<file path="src/rtl/uart_rx.sv">
// 8N1-style UART receiver with 2-flop input synchronizer and oversampled bit timing.
// Delivers each received word with a one-cycle done strobe and flags framing errors and false starts.
module uart_rx #(
   parameter int OVS   = 16,
   parameter int DBITS = 8
) (
   input  logic             clk,
   input  logic             n_rst,
   input  logic             rxd,
   input  logic             rxen,
   output logic [DBITS-1:0] rx_data,
   output logic             rx_done,
   output logic             frame_err,
   output logic             busy
);

   localparam int TW = $clog2(OVS);
   localparam int BW = $clog2(DBITS);

   // START is entered on the tick after the falling edge was seen, so the midpoint
   // tick of the start bit is reached one count earlier than in DATA/STOP.
   localparam logic [TW-1:0] TICK_MID  = TW'(OVS / 2 - 2);
   localparam logic [TW-1:0] TICK_LAST = TW'(OVS - 1);
   localparam logic [BW-1:0] BIT_LAST  = BW'(DBITS - 1);

   typedef enum logic [2:0] {
      IDLE  = 3'd0,
      START = 3'd1,
      DATA  = 3'd2,
      STOP  = 3'd3,
      BRK   = 3'd4
   } state_t;

   state_t           state_q;
   logic             rxMeta_q;
   logic             rxs_q;
   logic [TW-1:0]    tick_q;
   logic [BW-1:0]    bit_q;
   logic [DBITS-1:0] shift_q;
   logic [DBITS-1:0] rxData_q;
   logic             rxDone_q;
   logic             frameErr_q;
   logic             busy_q;

   always_ff @(posedge clk or negedge n_rst) begin
      if (!n_rst) begin
         rxMeta_q <= 1'b1;
         rxs_q    <= 1'b1;
      end else begin
         rxMeta_q <= rxd;
         rxs_q    <= rxMeta_q;
      end
   end

   always_ff @(posedge clk or negedge n_rst) begin
      if (!n_rst) begin
         state_q    <= IDLE;
         tick_q     <= '0;
         bit_q      <= '0;
         shift_q    <= '0;
         rxData_q   <= '0;
         rxDone_q   <= 1'b0;
         frameErr_q <= 1'b0;
         busy_q     <= 1'b0;
      end else begin
         rxDone_q   <= 1'b0;
         frameErr_q <= 1'b0;
         if (rxen) begin
            case (state_q)
               IDLE: begin
                  if (!rxs_q) begin
                     state_q <= START;
                     tick_q  <= '0;
                     busy_q  <= 1'b1;
                  end
               end
               START: begin
                  if (tick_q == TICK_MID) begin
                     if (!rxs_q) begin
                        state_q <= DATA;
                        tick_q  <= '0;
                        bit_q   <= '0;
                     end else begin
                        state_q <= IDLE;
                        busy_q  <= 1'b0;
                     end
                  end else begin
                     tick_q <= tick_q + 1'b1;
                  end
               end
               DATA: begin
                  if (tick_q == TICK_LAST) begin
                     shift_q <= {rxs_q, shift_q[DBITS-1:1]};
                     tick_q  <= '0;
                     bit_q   <= bit_q + 1'b1;
                     if (bit_q == BIT_LAST) begin
                        state_q <= STOP;
                     end
                  end else begin
                     tick_q <= tick_q + 1'b1;
                  end
               end
               STOP: begin
                  if (tick_q == TICK_LAST) begin
                     tick_q <= '0;
                     if (rxs_q) begin
                        rxData_q <= shift_q;
                        rxDone_q <= 1'b1;
                        state_q  <= IDLE;
                        busy_q   <= 1'b0;
                     end else begin
                        frameErr_q <= 1'b1;
                        state_q    <= BRK;
                     end
                  end else begin
                     tick_q <= tick_q + 1'b1;
                  end
               end
               // A held-low line must return high before another start can be detected.
               BRK: begin
                  if (rxs_q) begin
                     state_q <= IDLE;
                     busy_q  <= 1'b0;
                  end
               end
               default: begin
                  state_q <= IDLE;
                  busy_q  <= 1'b0;
               end
            endcase
         end else if (state_q > BRK) begin
            state_q <= IDLE;
            busy_q  <= 1'b0;
         end
      end
   end

   assign rx_data   = rxData_q;
   assign rx_done   = rxDone_q;
   assign frame_err = frameErr_q;
   assign busy      = busy_q;

endmodule

</file>
<file path="config.mk">
export PLATFORM = sky130hd
export DESIGN_NAME = uart_rx
export DESIGN_NICKNAME = d
export VERILOG_FILES = /design/src/rtl/uart_rx.sv
export SDC_FILE = /design/constraint.sdc
export NUM_CORES = 1
export LEC_CHECK = 0
export CAP_MARGIN = 20
export CORE_AREA = 2 2 69 71
export DETAILED_ROUTE_END_ITERATION = 12
export DIE_AREA = 0 0 71 73
export DONT_BUFFER_PORTS = 1
export SLEW_MARGIN = 10
export SYNTH_ARGS = -nofsm -noshare
export SYNTH_HDL_FRONTEND = slang
export SYNTH_SLANG_ARGS = --single-unit
</file>
<file path="constraint.sdc">
create_clock -name clk -period 3.1 [get_ports clk]
set_clock_uncertainty 0.15 [all_clocks]
set_input_delay 0.31 -clock clk [delete_from_list [all_inputs] [get_ports clk]]
set_output_delay 0.31 -clock clk [all_outputs]
set_load 0.005 [all_outputs]
</file>
# Word level (Yosys, flattened, before mapping)

Cells that the tools add are included.

Reductions and logical operators: 11
Add/sub/neg operators: 2
Multiplexer cells: 34
Equality and inequality tests: 17
Magnitude comparators: 1

Operators by type and width:

| operator                                                              | number |
|---|---|
| 3-bit two-way mux                                                     | 12 |
| 3-bit != test, second input constant                                  | 6 |
| 3-bit case mux with 5 select lines                                    | 1 |
| 1-bit two-way mux                                                     | 14 |
| 4-bit two-way mux                                                     | 3 |
| 4-bit case mux with 3 select lines                                    | 1 |
| 5-bit AND reduction                                                   | 2 |
| 2-bit != test, second input constant                                  | 4 |
| 7-bit AND reduction                                                   | 1 |
| 3-bit by 2-bit equality test with 1-bit output, second input constant | 2 |
| 3-bit equality test, second input constant                            | 2 |
| 3-bit case mux with 2 select lines                                    | 1 |
| 1-bit case mux with 5 select lines                                    | 1 |
| 4-bit by 1-bit adder with 4-bit output, second input constant         | 1 |
| 4-bit by 3-bit equality test with 1-bit output, second input constant | 1 |
| 4-bit equality test, second input constant                            | 1 |
| 4-bit AND reduction                                                   | 1 |
| 2-bit nonzero test                                                    | 2 |
| 3-bit by 1-bit adder with 3-bit output, second input constant         | 1 |
| 3-bit by 1-bit equality test with 1-bit output, second input constant | 1 |
| 3-bit > comparator, second input constant                             | 1 |
| 3-bit zero test                                                       | 1 |
| 3-bit AND reduction                                                   | 1 |
| 3-bit nonzero test                                                    | 1 |
| 3 further kinds                                                       | 3 |

Word-level logic and storage cells: 75
Bits in registers: 31
Output and inout port bits: 11
Input port bits: 4

# Logic depth before layout (Yosys ltp)

Gate-level depths: netlist of run 1.

Word-level depth: 5
Gate-level depth with buffers: 6
Gate-level depth less buffers: 6

# Worst setup path after synthesis of run 1

OpenSTA, ideal clock, no wires.

Path type: reg-to-reg
Start: reg tick_q[1]
End: reg shift_q[0]
Library setup time: 0.125 ns
Arrival: 1.632 ns
Setup slack: 1.193 ns
Cell stages (with the launch flop): 7
Required time: 2.825 ns
Period minus slack after synthesis: 1.907 ns
Buffers on the path: 1
Path through: dfrtp_1 -> ha_1 -> and3_4 -> nand2_4 -> or3_1 -> buf_6 -> mux2_4

Cells in the longest elaborated chain, start to end: 2

Ends and longest elaborated chain:

| what                          | RTL line | RTL |
|---|---|---|
| start: declaration            | 37       | `logic [TW-1:0] tick_q;` |
| start signal: assignment      | 88       | `tick_q <= tick_q + 1'b1;` |
| start signal: assignment      | 100      | `tick_q <= tick_q + 1'b1;` |
| start signal: assignment      | 116      | `tick_q <= tick_q + 1'b1;` |
| 4-bit equality test           | 92       | `if (tick_q == TICK_LAST) begin` |
| 3-bit AND reduction (no line) | -        |  |
| end signal: assignment        | 93       | `shift_q <= {rxs_q, shift_q[DBITS-1:1]};` |
| end: declaration              | 39       | `logic [DBITS-1:0] shift_q;` |

No other way between the ends.
A chain may end at the register's enable or synchronous reset.

# Worst setup path after layout of run 1

Same ends and word-level chain as after synthesis.

==> results of run 1 <==
cells in the final DEF, fill, tap and decap left out, drive strengths merged, types with 2 or more instances in the layout:
master	Yosys	layout
dfrtp	29	29
nand3	5	5
nand2	4	4
nor2	2	2
inv	7	7
nand3b	2	2
or3	2	2
or2	2	2
nand4	2	2
and3	3	3
o2bb2ai	4	4
o31ai	2	2
o21ai	6	6
nand2b	2	2
clkbuf	4	7
ha	4	4
dlygate4sd3	0	3
a21oi	6	6
nor3	4	4
mux2	17	17
dfstp	2	2
through the flow:
stage | hold WS, ns | worst slack (ns) | power, W
6_report | 0.0583 | 0.934 | 0.00119
2_1_floorplan | -0.136 | 1.19 | 0.000802
3_5_place_dp | -0.135 | 0.941 | 0.000861
3_3_place_gp | -0.135 | 0.994 | 0.000845
5_1_grt | 0.0642 | 0.812 | 0.00128
4_1_cts | 0.0473 | 0.928 | 0.00121
layer usage:
layer  up-vias  track usage (%)
met5         -                0
met4         0             6.29
met3         7             4.97
met2        29             19.3
met1       473             13.3
li1        461                -
power by group through the flow:
stage                     combinational (W)  sequential (W)  clock [W]
after global placement             0.000268        0.000577          0
after floorplan                    0.000281        0.000522          0
after detailed placement           0.000277        0.000583          0
after global routing               0.000335        0.000595   0.000352
final                              0.000288        0.000577   0.000322
after CTS                          0.000293        0.000577   0.000336
flip-flops by register name, summed over array words and instances, names as in the netlist:
register and flops:
rx_done 1, busy 1, tick_q 4, state_q 3, rx_data 8, rxs_q 1, frame_err 1, rxMeta_q 1
bit_q 3, shift_q 8
layout make-up:
class | count | share of cell area [%]
tap | 54 | 4.04
multi-input combinational | 80 | 39.3
sequential | 31 | 46.6
timing repair buffer | 4 | 3.00
inverter | 7 | 1.57
clock inverter | 1 | 0.300
clock buffer | 7 | 5.17
worst paths after layout:
| path | cells after the start | start | to | slack (ns) |
|---|---|---|---|---|
| setup / recovery | 5 | tick_q[1] | shift_q[0] | 0.93 |
| min in group asynchronous | 2 | n_rst | rx_data[3] | 0.32 |
| max in group asynchronous | 2 | n_rst | rxs_q | 2.24 |
| hold reg to reg | 0 | rxMeta_q | rxs_q | 0.21 |
| hold / removal | 2 | rxen | busy | 0.06 |
| setup reg to reg | 5 | tick_q[1] | shift_q[0] | 0.93 |
logic make-up (layout without fill, tap and decap cells):
logic type               Yosys count  count (layout)  share of synthesized area (%)
buffers and inverters             14              19                           4.18
adder cells (fa/ha/maj)            4               4                           3.34
AO/OA/AOI/OAI                     25              25                           11.1
XOR/XNOR                           1               1                          0.585
multiplexers                      18              18                           15.5
flip-flops                        31              31                           52.0
AND/OR/NAND/NOR                   32              32                           13.4
what timing repair did:
item | 4_1_cts | 5_1_grt
hold buffers | 4 | 0
endpoints found under the setup margin | 0 | 0
hold endpoints to repair | 33 | 0
==> metrics.md, run 1 <==
| Metric | Value |
|---|---|
| Status | completed |
| Register area | approximately 780 µm² |
| Ant. Diodes | 0 |
| Slew HR | 65.0% |
| Crit path launch type | register |
| Clock power share | between 20% and 30% |
| CTS buffer count | 5 |
| Area Overhead vs Synth | 11.5% |
| Fin Setup TNS | 0 ns |
| CTS max path bufs | 2 |
| Synth top area share | 48.5% |
| Uppermost routed layer | met4 |
| Layout cells sized above 1 | 24.6% |
| Worst EP arrival | 2.18 ns |
| Top FF cell, synth | dfrtp_1 |
| Worst setup path class | register to register |
| Comb pwr share | 24.3% |
| CP endpoint kind | register |
| Max Slew Vio Count | 0 |
| Total die area | between 5000 and 6000 µm² |
| Sw Ratio | 33.2% |
| Initial antenna violation count | 0 |
| Critical path's top delay family | simple AND/OR/NAND/NOR gates |
| Final setup viols | 0 |
| Crit path cell chain | ha_1 > and3_4 > nand2_4 > or3_1 > mux2_4 |
| Fraction of registers with async set or reset after synthesis | between 90% and 100% |
| Syn Nets | between 100 and 150 |
| Sequential share of power | 48.6% |
| Non-Filler Instances | 184 |
| Ys Warns | 0 |
| TritonCTS clock tree | built |
| Grt ovf | 0 |
| First-pass GRT wire length | 4620 µm |
| Minimum clock period after layout | 2.17 ns |
| Placed wire-length estimate | 1810 µm |
| Post-Syn Area | 1500 µm² |
| Vias | 970 |
| I/O Buffers | 0 |
| Max Cap Viol | 0 |
| Clock sink count | 31 |
| Area leader, netlist | dfrtp_1 |
| WL met3 | ~160 µm |
| Critical path's largest stage delay | 0.60 ns |
| Yosys cell types | 39 |
| P_leak | roughly 0.8 nW |
| WL met1 | 1200 µm |
| Tightest Pin Transition | 0.525 ns |
| Clk_lat worst skew | 0.28 ns |
| EDFF count, synth | 0 |
| Post-CTS setup buffer count | 0 |
| Routability cong. | slightly below 0.8 |
| Total GRT Usage | between 10% and 20% |
| Htree depth | 2 |
| Synthesized flop and latch total | 31 |
| Design area | 1670 µm² |
| Die Ht | 73 µm |
| First-pass DRT Iterations | 4 |
| Io pins | 15 |
| CTS resizes | 0 |
| Maximum vdd drop | 0.321 mV |
| Footprint of the multi-input gates | 657 µm² |
| Vias/cell | 5.27 |
| Sequential share of the synthesized area | around half |
| Vias in the first global route | around 1,000 |
| Max Fclk | 462 MHz |
| Largest net degree at the start of global routing | 32 |
| Floorplan row count | 25 |
| Post-Syn Area per Cell | 12.0 µm² |
| Post-DR wirelength/cell | 14.4 µm |
| RSZ-0062 raised after global routing | no |
| Die Wd | 71 µm |
| Sw power | 0.000395 W |
| Synth top area cells | dfrtp_1 48%, mux2_4 8.0%, mux2_2 6.8%, dfstp_2 3.5%, ha_1 3.3% |
| # DRC | 0 |
| Ranking of synthesized cells by instance count | 29 x dfrtp_1, 9 x mux2_2, 8 x mux2_4 |
| Clock transition at the registers of the reported paths | 0.06 ns |
| Most numerous cell in the Yosys netlist | dfrtp_1 |
| Synth Instances | 125 |
| Wirelength, routed | 2650 µm |
| Clock Tree Root | clkbuf_8 |
| Post-placement cell count | 172 |
| CP required | 3.12 ns |
| CP Max Fanout | 9 |
| Core Util, Final | 36.8% |
| CP max-delay cell | or3_1 |
| Area post-placement | about 1500 µm² |
| Crit share post-route | between 60 and 70% |
| Hold crit path type | input port to register |
| Core area | 4540 µm² |
| PD cells | 711 nW/µm² |
| Filler Cell Count | 449 |
| Layout net count | 137 |
| Routed wl met2 | 1240 µm |
| Initial Util | between 30% and 40% |
| Antenna-violating nets left | 0 |
| Final hold violations | 0 |
| Pint | 0.000793 W |
| Worst Path Buf+Inv | 0 |
| DRT iter0 DRCs | 30 |
No activity file was read; power rests on OpenSTA's default activity.
==> inputs of run 2 (changes only) <==
==> constraint.sdc (replaced) <==
create_clock -name clk -period 1.8 [get_ports clk]
set_clock_uncertainty 0.15 [all_clocks]
set_input_delay 0.18 -clock clk [delete_from_list [all_inputs] [get_ports clk]]
set_output_delay 0.18 -clock clk [all_outputs]
set_load 0.005 [all_outputs]
==> metrics.md, run 2 (synthesized netlist as in run 1, its figures left out) <==
| Metric | Value |
|---|---|
| Status | finished with violations |
| Failing checks | setup timing |
| Initial Util | 33.0% (unchanged) |
| Routability cong. | 0.770 (-2.3%) |
| Critical path's largest stage delay | 0.38 ns (-0.22 ns) |
| Floorplan row count | 25 (unchanged) |
| Commonest non-fill, non-tap cell in the layout | dfrtp_1 |
| Vias in the first global route | 1,086 (+7.5%) |
| Smallest hold slack | 0.102 ns (+0.0436 ns) |
| Core Util, Final | 43.7% (+6.9 points) |
| Area Overhead vs Synth | 32.4% |
| Max Cap Viol | 0 (unchanged) |
| Vias/cell | 5.17 (-1.9%) |
| Tightest Pin Transition | 0.315 ns (-0.210 ns) |
| Total GRT Usage | 13.2% (+1.4 points) |
| DRT iter0 DRCs | 45 (+50%) |
| First-pass DRT Iterations | 4 (unchanged) |
| Clk_lat worst skew | 0.28 ns (about the same) |
| Post-route worst setup slack | -0.0909 ns (-1.03 ns) |
| Core area | 4540 µm² (unchanged) |
| CP max-delay cell | dfrtp_1 |
| Worst EP arrival | 1.90 ns (-0.28 ns) |
| Antenna-violating nets left | 0 (unchanged) |
| Final hold violations | 0 (unchanged) |
| Grt ovf | 0 (unchanged) |
| Clock sink count | 31 (unchanged) |
| Clock transition at the registers of the reported paths | 0.07 ns (about the same) |
| P_leak | 0.965 nW (+17%) |
| Total die area | 5180 µm² (unchanged) |
| Crit share post-route | 105% (+35 points) |
| Io pins | 15 (unchanged) |
| Htree depth | 2 (unchanged) |
| Post-placement cell count | 187 (+8.7%) |
| Die Ht | 73 µm (unchanged) |
| Worst setup path class | register to register |
| RSZ-0062 raised after global routing | yes |
| Maximum vdd drop | 0.730 mV (+130%) |
| Minimum clock period after layout | 1.89 ns (-0.275 ns) |
| Clock Tree Root | clkbuf_8 |
| Non-Filler Instances | 205 (+11%) |
| Hold crit path type | input port to register |
| Critical path's top delay family | simple AND/OR/NAND/NOR gates |
| Largest net degree at the start of global routing | 32 (unchanged) |
| Max Slew Vio Count | 0 (unchanged) |
| Crit path cell chain | ha_2 > and3_4 > nand2_4 > or3_4 > buf_6 > mux2_4 |
| Max Fclk | 529 MHz (+15%) |
| CP Max Fanout | 5 (-4) |
| Crit path launch type | register |
| CTS max path bufs | 2 (unchanged) |
| CP required | 1.81 ns (-1.31 ns) |
| Worst Path Buf+Inv | 1 (+1) |
| Layout cells sized above 1 | 46.4% (+22 points) |
| CP endpoint kind | register |
| CTS buffer count | 5 (unchanged) |
| Layout net count | 158 (+15%) |
| I/O Buffers | 0 (unchanged) |
| Slew HR | 79.0% (+14 points) |
| Wirelength, routed | 3230 µm (+22%) |
| Die Wd | 71 µm (unchanged) |
| First-pass GRT wire length | 5240 µm (+14%) |
| # DRC | 0 (unchanged) |
| Placed wire-length estimate | 2050 µm (+13%) |
| Commonest cells after routing, fill and taps aside | 29 x dfrtp_1, 15 x buf_4, 9 x mux2_2 |
| Initial antenna violation count | 0 (unchanged) |
| Final setup viols | 11 (+11) |
| PD cells | 1330 nW/µm² (+87%) |
| Total power | 0.00264 W (+120%) |
| Vias | 1,060 (+9.3%) |
| Post-DR wirelength/cell | 15.8 µm (+9.3%) |
| Ant. Diodes | 0 (unchanged) |
| TritonCTS clock tree | built |
## run 2: cell types whose count changed in the layout (fill, tap and decap cells not counted), moves of 2 or more
cell / previous run / this run
a21oi_1: 6 / 4
a21oi_2: 0 / 2
buf_4: 0 / 15
buf_6: 0 / 6
ha_1: 4 / 2
o2bb2ai_1: 4 / 1
o2bb2ai_2: 0 / 3
or3_1: 2 / 0
or3_4: 0 / 2
## run 2: final timing paths
kind | startpoint | depth (start not counted) | slack, ns | to
max in group asynchronous | n_rst | 2 | 1.07 | rxs_q
setup / recovery | tick_q[0] | 6 | -0.09 | shift_q[7]
hold / removal | rxen | 3 | 0.10 | tick_q[1]
hold reg to reg | rxMeta_q | 0 | 0.21 | rxs_q
min in group asynchronous | n_rst | 2 | 0.20 | tick_q[2]
setup reg to reg | tick_q[0] | 6 | -0.09 | shift_q[7]
## run 2: metal layers
metal	wire, µm	up-vias	global-route usage (%)	share of wire, %
met2	1640	23	22.2	51
li1	-	503	-	-
met3	130	7	4.28	4.0
met5	0	-	0	0
met4	55	0	4.40	1.7
met1	1400	527	16.1	43
## run 2: timing repair
action                                  in CTS  in global routing
hold buffers                                 4                  0
endpoints found under the setup margin      11                 26
hold endpoints to repair                    35                  0
gates resized for setup                      7                 21
cloned                                       0                  1
pin swaps                                    5                 10
buffers inserted                             2                  4
## run 2: worst min-delay path, stage by stage
cell	delay, ns
nand2b_1	0.08
buf_4	0.15
o32ai_2	0.08
## run 2: layout make-up
| type | instances | area, µm² |
|---|---|---|
| inverters | 7 | 28.8 |
| multi-input cells | 80 | 761 |
| clock inverters | 2 | 35.0 |
| repair buffers | 25 | 230 |
| clock buffers | 6 | 82.6 |
| fillers | 410 | 2550 |
| flip-flops and latches | 31 | 778 |
| well taps | 54 | 67.6 |
## run 2: power by group
part | internal (W) | total, W | switching (W)
Clock | 0.000447 | 0.000699 | 0.000252
Sequential | 0.000807 | 0.000931 | 0.000124
Combinational | 0.000525 | 0.00101 | 0.000486
Total | 0.00178 | 0.00264 | 0.000862
## run 2: per-stage QoR
stage | setup WS (ns) | area [µm²] | setup TNS (ns)
finish | -0.0909 | 1980 | -0.740
global route | -0.145 | 1980 | -1.56
CTS | -0.0808 | 1860 | -0.879
detailed placement | -0.171 | 1640 | -0.815
global placement | -0.0879 | 1640 | -0.461
floorplan | -0.0568 | 1500 | -0.454
